<file path="src/rtl/tile_arb_pkg.sv">
//==============================================================================
// tile_arb_pkg : shared types and default widths for the tile RAM arbiter.
// Rev 1.0
//==============================================================================
`default_nettype none

package tile_arb_pkg;

  localparam int C_ADDR_W     = 16;
  localparam int C_DATA_W     = 16;
  localparam int C_FIFO_DEPTH = 4;

  typedef enum logic [1:0] {
    IDLE    = 2'd0,
    RD_PEND = 2'd1,
    RD_WAIT = 2'd2
  } arb_state_t;

  // One character cell as the renderer sees it.
  typedef struct packed {
    logic [7:0] attr;
    logic [7:0] char;
  } tile_cell_t;

  // Pointer width carries one extra bit so full and empty stay distinguishable.
  function automatic int fifo_ptr_w(input int depth);
    return $clog2(depth) + 1;
  endfunction

endpackage

`default_nettype wire

</file>
<file path="src/rtl/tile_arb_wfifo.sv">
//==============================================================================
// tile_arb_wfifo : synchronous {addr,data} write FIFO, async active-low reset.
// Rev 1.0
//==============================================================================
`default_nettype none

module tile_arb_wfifo
  import tile_arb_pkg::*;
#(
  parameter int DEPTH = 4,
  parameter int WIDTH = 32
) (
  input  logic             clk,
  input  logic             reset,
  input  logic             push,
  input  logic [WIDTH-1:0] push_data,
  input  logic             pop,
  output logic [WIDTH-1:0] pop_data,
  output logic             full,
  output logic             empty
);

  localparam int C_PTR_W = fifo_ptr_w(DEPTH);
  localparam int C_IDX_W = C_PTR_W - 1;
  localparam logic [C_PTR_W-1:0] C_PTR_ONE = 1;

  logic [WIDTH-1:0]   r_mem [DEPTH];
  logic [C_PTR_W-1:0] r_wr_ptr;
  logic [C_PTR_W-1:0] r_rd_ptr;
  logic               w_do_push;
  logic               w_do_pop;

  assign w_do_push = push && !full;
  assign w_do_pop  = pop && !empty;

  always_ff @(posedge clk) begin
    if (w_do_push) begin
      r_mem[r_wr_ptr[C_IDX_W-1:0]] <= push_data;
    end
  end

  always_ff @(posedge clk or negedge reset) begin
    if (!reset) begin
      r_wr_ptr <= '0;
      r_rd_ptr <= '0;
    end else begin
      if (w_do_push) begin
        r_wr_ptr <= r_wr_ptr + C_PTR_ONE;
      end
      if (w_do_pop) begin
        r_rd_ptr <= r_rd_ptr + C_PTR_ONE;
      end
    end
  end

  assign empty    = (r_wr_ptr == r_rd_ptr);
  assign full     = (r_wr_ptr[C_IDX_W] != r_rd_ptr[C_IDX_W]) &&
                    (r_wr_ptr[C_IDX_W-1:0] == r_rd_ptr[C_IDX_W-1:0]);
  assign pop_data = r_mem[r_rd_ptr[C_IDX_W-1:0]];

endmodule

`default_nettype wire

</file>
<file path="src/rtl/tile_ram_arbiter.sv">
//==============================================================================
// tile_ram_arbiter : renderer-priority arbiter for the single-port tile RAM.
// Optional stall statistic: define TILE_ARB_STALL_COUNT_EN.       Rev 1.0
//==============================================================================
`default_nettype none

module tile_ram_arbiter
  import tile_arb_pkg::*;
#(
  parameter int FIFO_DEPTH = C_FIFO_DEPTH,
  parameter int ADDR_W     = C_ADDR_W,
  parameter int DATA_W     = C_DATA_W
) (
  input  logic              clk,
  input  logic              reset,
  input  logic              ren_busy,
  input  logic [ADDR_W-1:0] ren_addr,
  output logic [DATA_W-1:0] ren_read,
  input  logic              cpu_wr_req,
  input  logic [ADDR_W-1:0] cpu_wr_addr,
  input  logic [DATA_W-1:0] cpu_wr_data,
  output logic              cpu_wr_ready,
  input  logic              cpu_rd_req,
  input  logic [ADDR_W-1:0] cpu_rd_addr,
  output logic              cpu_rd_ready,
  output logic              cpu_rd_valid,
  output logic [DATA_W-1:0] cpu_rd_data,
  output logic [ADDR_W-1:0] ram_addr,
  output logic [DATA_W-1:0] ram_din,
  output logic              ram_we,
  input  logic [DATA_W-1:0] ram_dout,
  output logic [15:0]       stall_count
);

  localparam int C_ENTRY_W = ADDR_W + DATA_W;

  arb_state_t          r_state;
  arb_state_t          w_state_next;
  logic [ADDR_W-1:0]   r_rd_addr;
  logic [DATA_W-1:0]   r_rd_data;
  logic                r_rd_valid;

  logic                w_push;
  logic                w_pop;
  logic                w_full;
  logic                w_empty;
  logic                w_rd_accept;
  logic                w_rd_issue;
  logic [C_ENTRY_W-1:0] w_head;
  logic [ADDR_W-1:0]   w_head_addr;
  logic [DATA_W-1:0]   w_head_data;

  assign cpu_wr_ready = !w_full && (r_state != RD_PEND);
  assign cpu_rd_ready = (r_state == IDLE);
  assign w_push       = cpu_wr_req && cpu_wr_ready;
  assign w_rd_accept  = cpu_rd_req && cpu_rd_ready;

  // A pending read waits behind every queued write, so it only issues on an empty FIFO.
  assign w_pop      = !ren_busy && !w_empty && ((r_state == IDLE) || (r_state == RD_PEND));
  assign w_rd_issue = !ren_busy && w_empty && (r_state == RD_PEND);

  assign {w_head_addr, w_head_data} = w_head;

  tile_arb_wfifo #(
    .DEPTH (FIFO_DEPTH),
    .WIDTH (C_ENTRY_W)
  ) u_wfifo (
    .clk       (clk),
    .reset     (reset),
    .push      (w_push),
    .push_data ({cpu_wr_addr, cpu_wr_data}),
    .pop       (w_pop),
    .pop_data  (w_head),
    .full      (w_full),
    .empty     (w_empty)
  );

  always_ff @(posedge clk or negedge reset) begin
    if (!reset) begin
      r_state <= IDLE;
    end else begin
      r_state <= w_state_next;
    end
  end

  always_comb begin
    w_state_next = r_state;
    ram_addr     = ren_addr;
    ram_din      = '0;
    ram_we       = 1'b0;

    case (r_state)
      IDLE:    if (w_rd_accept) w_state_next = RD_PEND;
      RD_PEND: if (w_rd_issue)  w_state_next = RD_WAIT;
      RD_WAIT: w_state_next = IDLE;
      default: w_state_next = IDLE;
    endcase

    if (w_pop) begin
      ram_addr = w_head_addr;
      ram_din  = w_head_data;
      ram_we   = 1'b1;
    end else if (w_rd_issue) begin
      ram_addr = r_rd_addr;
    end
  end

  // RAM data is already registered in RD_WAIT, so a renderer grab that cycle is harmless.
  always_ff @(posedge clk or negedge reset) begin
    if (!reset) begin
      r_rd_addr  <= '0;
      r_rd_data  <= '0;
      r_rd_valid <= 1'b0;
    end else begin
      r_rd_valid <= (r_state == RD_WAIT);
      if (r_state == RD_WAIT) begin
        r_rd_data <= ram_dout;
      end
      if (w_rd_accept) begin
        r_rd_addr <= cpu_rd_addr;
      end
    end
  end

  assign cpu_rd_valid = r_rd_valid;
  assign cpu_rd_data  = r_rd_data;
  assign ren_read     = ram_dout;

`ifdef TILE_ARB_STALL_COUNT_EN
  logic [15:0] r_stall_count;
  logic        w_stalled;

  assign w_stalled = ren_busy && (!w_empty || (r_state == RD_PEND));

  always_ff @(posedge clk or negedge reset) begin
    if (!reset) begin
      r_stall_count <= 16'd0;
    end else if (w_stalled && (r_stall_count != 16'hFFFF)) begin
      r_stall_count <= r_stall_count + 16'd1;
    end
  end

  assign stall_count = r_stall_count;
`else
  assign stall_count = 16'd0;
`endif

endmodule

`default_nettype wire
</file>
<file path="config.mk">
export PLATFORM = sky130hd
export DESIGN_NAME = tile_ram_arbiter
export DESIGN_NICKNAME = d
export VERILOG_FILES = /design/src/rtl/tile_arb_pkg.sv /design/src/rtl/tile_arb_wfifo.sv /design/src/rtl/tile_ram_arbiter.sv
export SDC_FILE = /design/constraint.sdc
export NUM_CORES = 1
export LEC_CHECK = 0
export CORE_MARGIN = 2
export CORE_UTILIZATION = 45
export CTS_BUF_LIST = sky130_fd_sc_hd__clkbuf_4
export DETAILED_ROUTE_END_ITERATION = 7
export PLACE_DENSITY = 0.72
export SETUP_SLACK_MARGIN = 0.15
export SKIP_CTS_REPAIR_TIMING = 1
export SLEW_MARGIN = 20
export SYNTH_ARGS = -nofsm -noshare
export SYNTH_HDL_FRONTEND = slang
export SYNTH_SLANG_ARGS = --single-unit
export TNS_END_PERCENT = 100
</file>
<file path="constraint.sdc">
create_clock -name clk -period 4.05 [get_ports clk]
set_clock_uncertainty 0.2 [all_clocks]
set_input_delay 0.81 -clock clk [delete_from_list [all_inputs] [get_ports clk]]
set_output_delay 0.81 -clock clk [all_outputs]
set_load 0.01 [all_outputs]
</file>
==> summary by stage <==
Yosys
Counting every instance in the synthesized netlist gives 373. After synthesis the netlist holds a flip-flop and latch count of 169. The number of library cell types mapped by synthesis is 37.

In the post-synthesis netlist, the biggest area contributors are sky130_fd_sc_hd__edfxtp_1, sky130_fd_sc_hd__dfrtp_1, sky130_fd_sc_hd__mux4_2. During synthesis, Yosys emitted a total of 0 warnings. Averaged over all synthesized cells, the footprint is 19.34 um2. The largest total area in the synthesized netlist belongs to sky130_fd_sc_hd__edfxtp_1. The share of Yosys cell area claimed by the top area cell type is 53.29%.

After synthesis the cells add up to 7213 um2. For this run, the register share of the synthesized area comes to 67.51%.

Worst setup path
STA classifies the critical path startpoint as a flop. The critical register-to-register path endpoint is u_wfifo.r_mem[1][4]. The nature of the critical path endpoint is an output port.

The type of the worst setup path is flop to output port. At the worst endpoint, the arrival time is 2750 ps. The startpoint identified for the worst register-to-register timing path is u_wfifo.r_rd_ptr[0]. The biggest fanout along the worst timing path is 18. The critical path required time is 3040 ps. The internal reg-to-reg setup slack is 1430 ps.

The cell count of the worst reg-to-reg path is 4.

GRT
The number of global-route vias before repair is 3955. The total congestion overflow is 0. Global routing used 17.59% of the available tracks across all layers. The initial antenna violation count came to 2. The largest net degree at the start of global routing is 42.

The first-pass GRT wire length is 21.76 mm.

Layout
Summing all flip-flop and latch instances after layout gives 4875 um2. The share of layout cells above drive strength 1 is 23.63%. The layout has 1197 filler cells. The net count of the finished layout is 606. The total non-filler cell area in the finished layout is 9041 um2. The layout overhead on the synthesized area is 25.34%. The footprint of the multi-input gates is 2022 um2.

Placement
The placed cell area is 8746 um2. The number of buffers added on ports is 152. The wire-length estimate of the detail-placed layout is 9.437 mm. The routability congestion estimate is 0.6794.

Clock tree
Counting the buffers created by CTS gives 17. The clock passes through at most 2 buffers. Clock-pin slew was measured on the worst setup and hold paths at 140 ps. The clock tree from TritonCTS is built. Counting every sink on the clock net gives 169. For the worst-skew pair, the clock arrives at the later sink with an insertion delay of 540 ps. The level count of the clock H-tree is 4. The cell chosen for the clock root is sky130_fd_sc_hd__clkbuf_4.

Power
For this design the ratio of total power to cell area is 652.2 nW/um2. VDD sags by at most 0.0003131 V. Summed over all cells, the static leakage comes to 3.195 nW.

Floorplan
The die covers 17060 um2. The area inside the core boundary is 15770 um2. The die is 130.6 um tall. For this configuration, the core starts out at a cell density of 45.74%. The floorplan row count is 46. The die outline width is 130.6 um. The top-level I/O count is 169.

Timing
Measured against its own limit, the worst slew margin works out to 39.40%. For the pin with the worst max-slew slack, the measured transition is 909.1 ps. Setup violations remaining at the end of the flow were counted as 0. The clock period could shrink to 3758 ps. In the finished design, the share of the clock period the worst path needs comes to 92.80%.

The hold violation total from the final report is 0. The number of slew-limit violations in the final report is 0. Setup repair after global routing left no endpoint under its margin. Based on the critical path, the design can be clocked at up to 266.1 MHz. The summed negative setup slack over all endpoints is 0 ps.

Detailed routing
The number of iterations in the first detailed-routing pass is 4. In the final routed layout, each cell accounts on average for 19.45 um. The final wirelength is 14.51 mm. The via density per instance is 5.142. The final route contains 3836 vias.

The number of nets with antenna violations after routing is 0. The number of DRC violations after detailed routing is 0. In this run, the number of DRC markers left after iteration 0 of detailed routing was 185.

Worst hold path
In this run the worst hold path is classified as input port to asynchronous set/reset pin.

Status
The flow ran to the end, and the final reports show no timing, DRC or antenna violations.

Flow run
Max-cap violations in this run came to 0.
## final cells by class
cell class	instances	share of cell area [%]
antenna	1	0.02768
clock inverter	12	1.149
sequential	169	53.92
clock buffer	20	1.661
tap	216	2.989
timing repair buffer	161	17.73
inverter	4	0.1661
multi-input combinational	163	22.36
## cells in the final DEF, fill, tap and decap left out, types with 6 or more instances in the layout
| cell | Yosys | final |
|---|---|---|
| sky130_fd_sc_hd__clkdlybuf4s50_1 | 0 | 151 |
| sky130_fd_sc_hd__edfxtp_1 | 128 | 128 |
| sky130_fd_sc_hd__dfrtp_1 | 41 | 39 |
| sky130_fd_sc_hd__mux4_2 | 32 | 32 |
| sky130_fd_sc_hd__clkbuf_4 | 0 | 20 |
| sky130_fd_sc_hd__mux2_1 | 19 | 19 |
| sky130_fd_sc_hd__and3_1 | 17 | 17 |
| sky130_fd_sc_hd__conb_1 | 1 | 16 |
| sky130_fd_sc_hd__mux2_2 | 13 | 13 |
| sky130_fd_sc_hd__o22ai_2 | 10 | 10 |
| sky130_fd_sc_hd__a2bb2oi_2 | 10 | 10 |
| sky130_fd_sc_hd__buf_4 | 35 | 8 |
| sky130_fd_sc_hd__o22ai_1 | 6 | 6 |
| sky130_fd_sc_hd__a2bb2oi_1 | 6 | 6 |
## state kept, by name (all words and copies together) (netlist names)
name and cells:
u_wfifo.r_mem 128, u_wfifo.r_wr_ptr 3, r_rd_addr 16, r_state 2, cpu_rd_data 16, u_wfifo.r_rd_ptr 3, cpu_rd_valid 1
## power by group
| part | total [mW] | switching (mW) | internal, mW |
|---|---|---|---|
| registers | 2.38 | 0.187 | 2.20 |
| clock network | 0.891 | 0.569 | 0.322 |
| logic | 2.62 | 1.21 | 1.42 |
| total | 5.90 | 1.96 | 3.94 |
## how the worst max path moves through the flow
stage | end | startpoint | slack, ps
3_5_place_dp | ram_addr[1] | ren_busy | 400
3_3_place_gp | ram_addr[15] | ren_busy | 460
6_report | ram_addr[14] | u_wfifo.r_rd_ptr[2] | 290
4_1_cts | ram_addr[1] | u_wfifo.r_rd_ptr[0] | -20
5_1_grt | ram_addr[0] | u_wfifo.r_wr_ptr[1] | 150
2_1_floorplan | ram_addr[14] | ren_busy | 1330
## metrics by stage
stage / util, % / instances / hold WS (ps) / power, mW / worst slack [ps]
2_1_floorplan: - / 388 / 246.5 / 4.060 / 1334
3_3_place_gp: 55.46 / 710 / 265.5 / 4.982 / 460.0
3_5_place_dp: 55.46 / 710 / 274.6 / 5.043 / 396.6
4_1_cts: 57.07 / 742 / 207.6 / 5.925 / -22.86
5_1_grt: 57.33 / 746 / 27.99 / 6.232 / 146.6
6_report: 57.33 / 746 / 44.44 / 5.897 / 291.6
## metal layers
layer | vias up | global-route usage (%) | routed length [um]
li1 | 1718 | - | -
met1 | 1942 | 22.10 | 6059
met2 | 163 | 29.66 | 7183
met3 | 11 | 5.497 | 1135
met4 | 2 | 5.131 | 119
met5 | - | 0 | 13
## cell usage after synthesis
library cell and n:
sky130_fd_sc_hd__nand4_4 1, sky130_fd_sc_hd__nand3_1 1, sky130_fd_sc_hd__xor2_1 2, sky130_fd_sc_hd__clkbuf_1 6, sky130_fd_sc_hd__nor2_8 1, sky130_fd_sc_hd__dfrtp_1 41, sky130_fd_sc_hd__inv_1 4, sky130_fd_sc_hd__nand2_2 1
sky130_fd_sc_hd__nor2_1 4, sky130_fd_sc_hd__mux2_1 19, sky130_fd_sc_hd__xnor2_1 2, sky130_fd_sc_hd__a2bb2oi_2 10, sky130_fd_sc_hd__a2bb2oi_1 6, sky130_fd_sc_hd__nand2_1 1, sky130_fd_sc_hd__mux2_4 2, sky130_fd_sc_hd__o21a_4 1
sky130_fd_sc_hd__and3_2 3, sky130_fd_sc_hd__ha_1 5, sky130_fd_sc_hd__mux4_2 32, sky130_fd_sc_hd__xor2_2 1, sky130_fd_sc_hd__buf_6 6, sky130_fd_sc_hd__xnor2_2 1, sky130_fd_sc_hd__buf_2 5, sky130_fd_sc_hd__o22ai_1 6
sky130_fd_sc_hd__mux2_2 13, sky130_fd_sc_hd__a32oi_4 1, sky130_fd_sc_hd__xnor2_4 2, sky130_fd_sc_hd__and3_4 1, sky130_fd_sc_hd__conb_1 1, sky130_fd_sc_hd__and2_1 1, sky130_fd_sc_hd__a311oi_1 1, sky130_fd_sc_hd__buf_4 35
sky130_fd_sc_hd__nor2_2 1, sky130_fd_sc_hd__edfxtp_1 128, sky130_fd_sc_hd__o22ai_2 10, sky130_fd_sc_hd__nand3_2 1, sky130_fd_sc_hd__and3_1 17
## worst max-delay path: stages (launching register included)
cell                              delay (ps)
sky130_fd_sc_hd__dfrtp_1                 470
sky130_fd_sc_hd__xnor2_2                 330
sky130_fd_sc_hd__and3_1                  240
sky130_fd_sc_hd__buf_6                   250
sky130_fd_sc_hd__o22ai_1                 180
sky130_fd_sc_hd__a2bb2oi_1               180
sky130_fd_sc_hd__clkdlybuf4s50_1         550
## cells by family after synthesis
family | after synthesis | share of synthesized area [%]
adder cells (fa/ha/maj) | 5 | 0.8673
XOR/XNOR | 8 | 1.700
AO/OA/AOI/OAI | 35 | 5.776
flip-flops | 169 | 67.51
buffers and inverters | 56 | 5.446
multiplexers | 66 | 15.40
other | 1 | 0.05199
AND/OR/NAND/NOR | 33 | 3.244
Power figures use the tool's default switching activity.
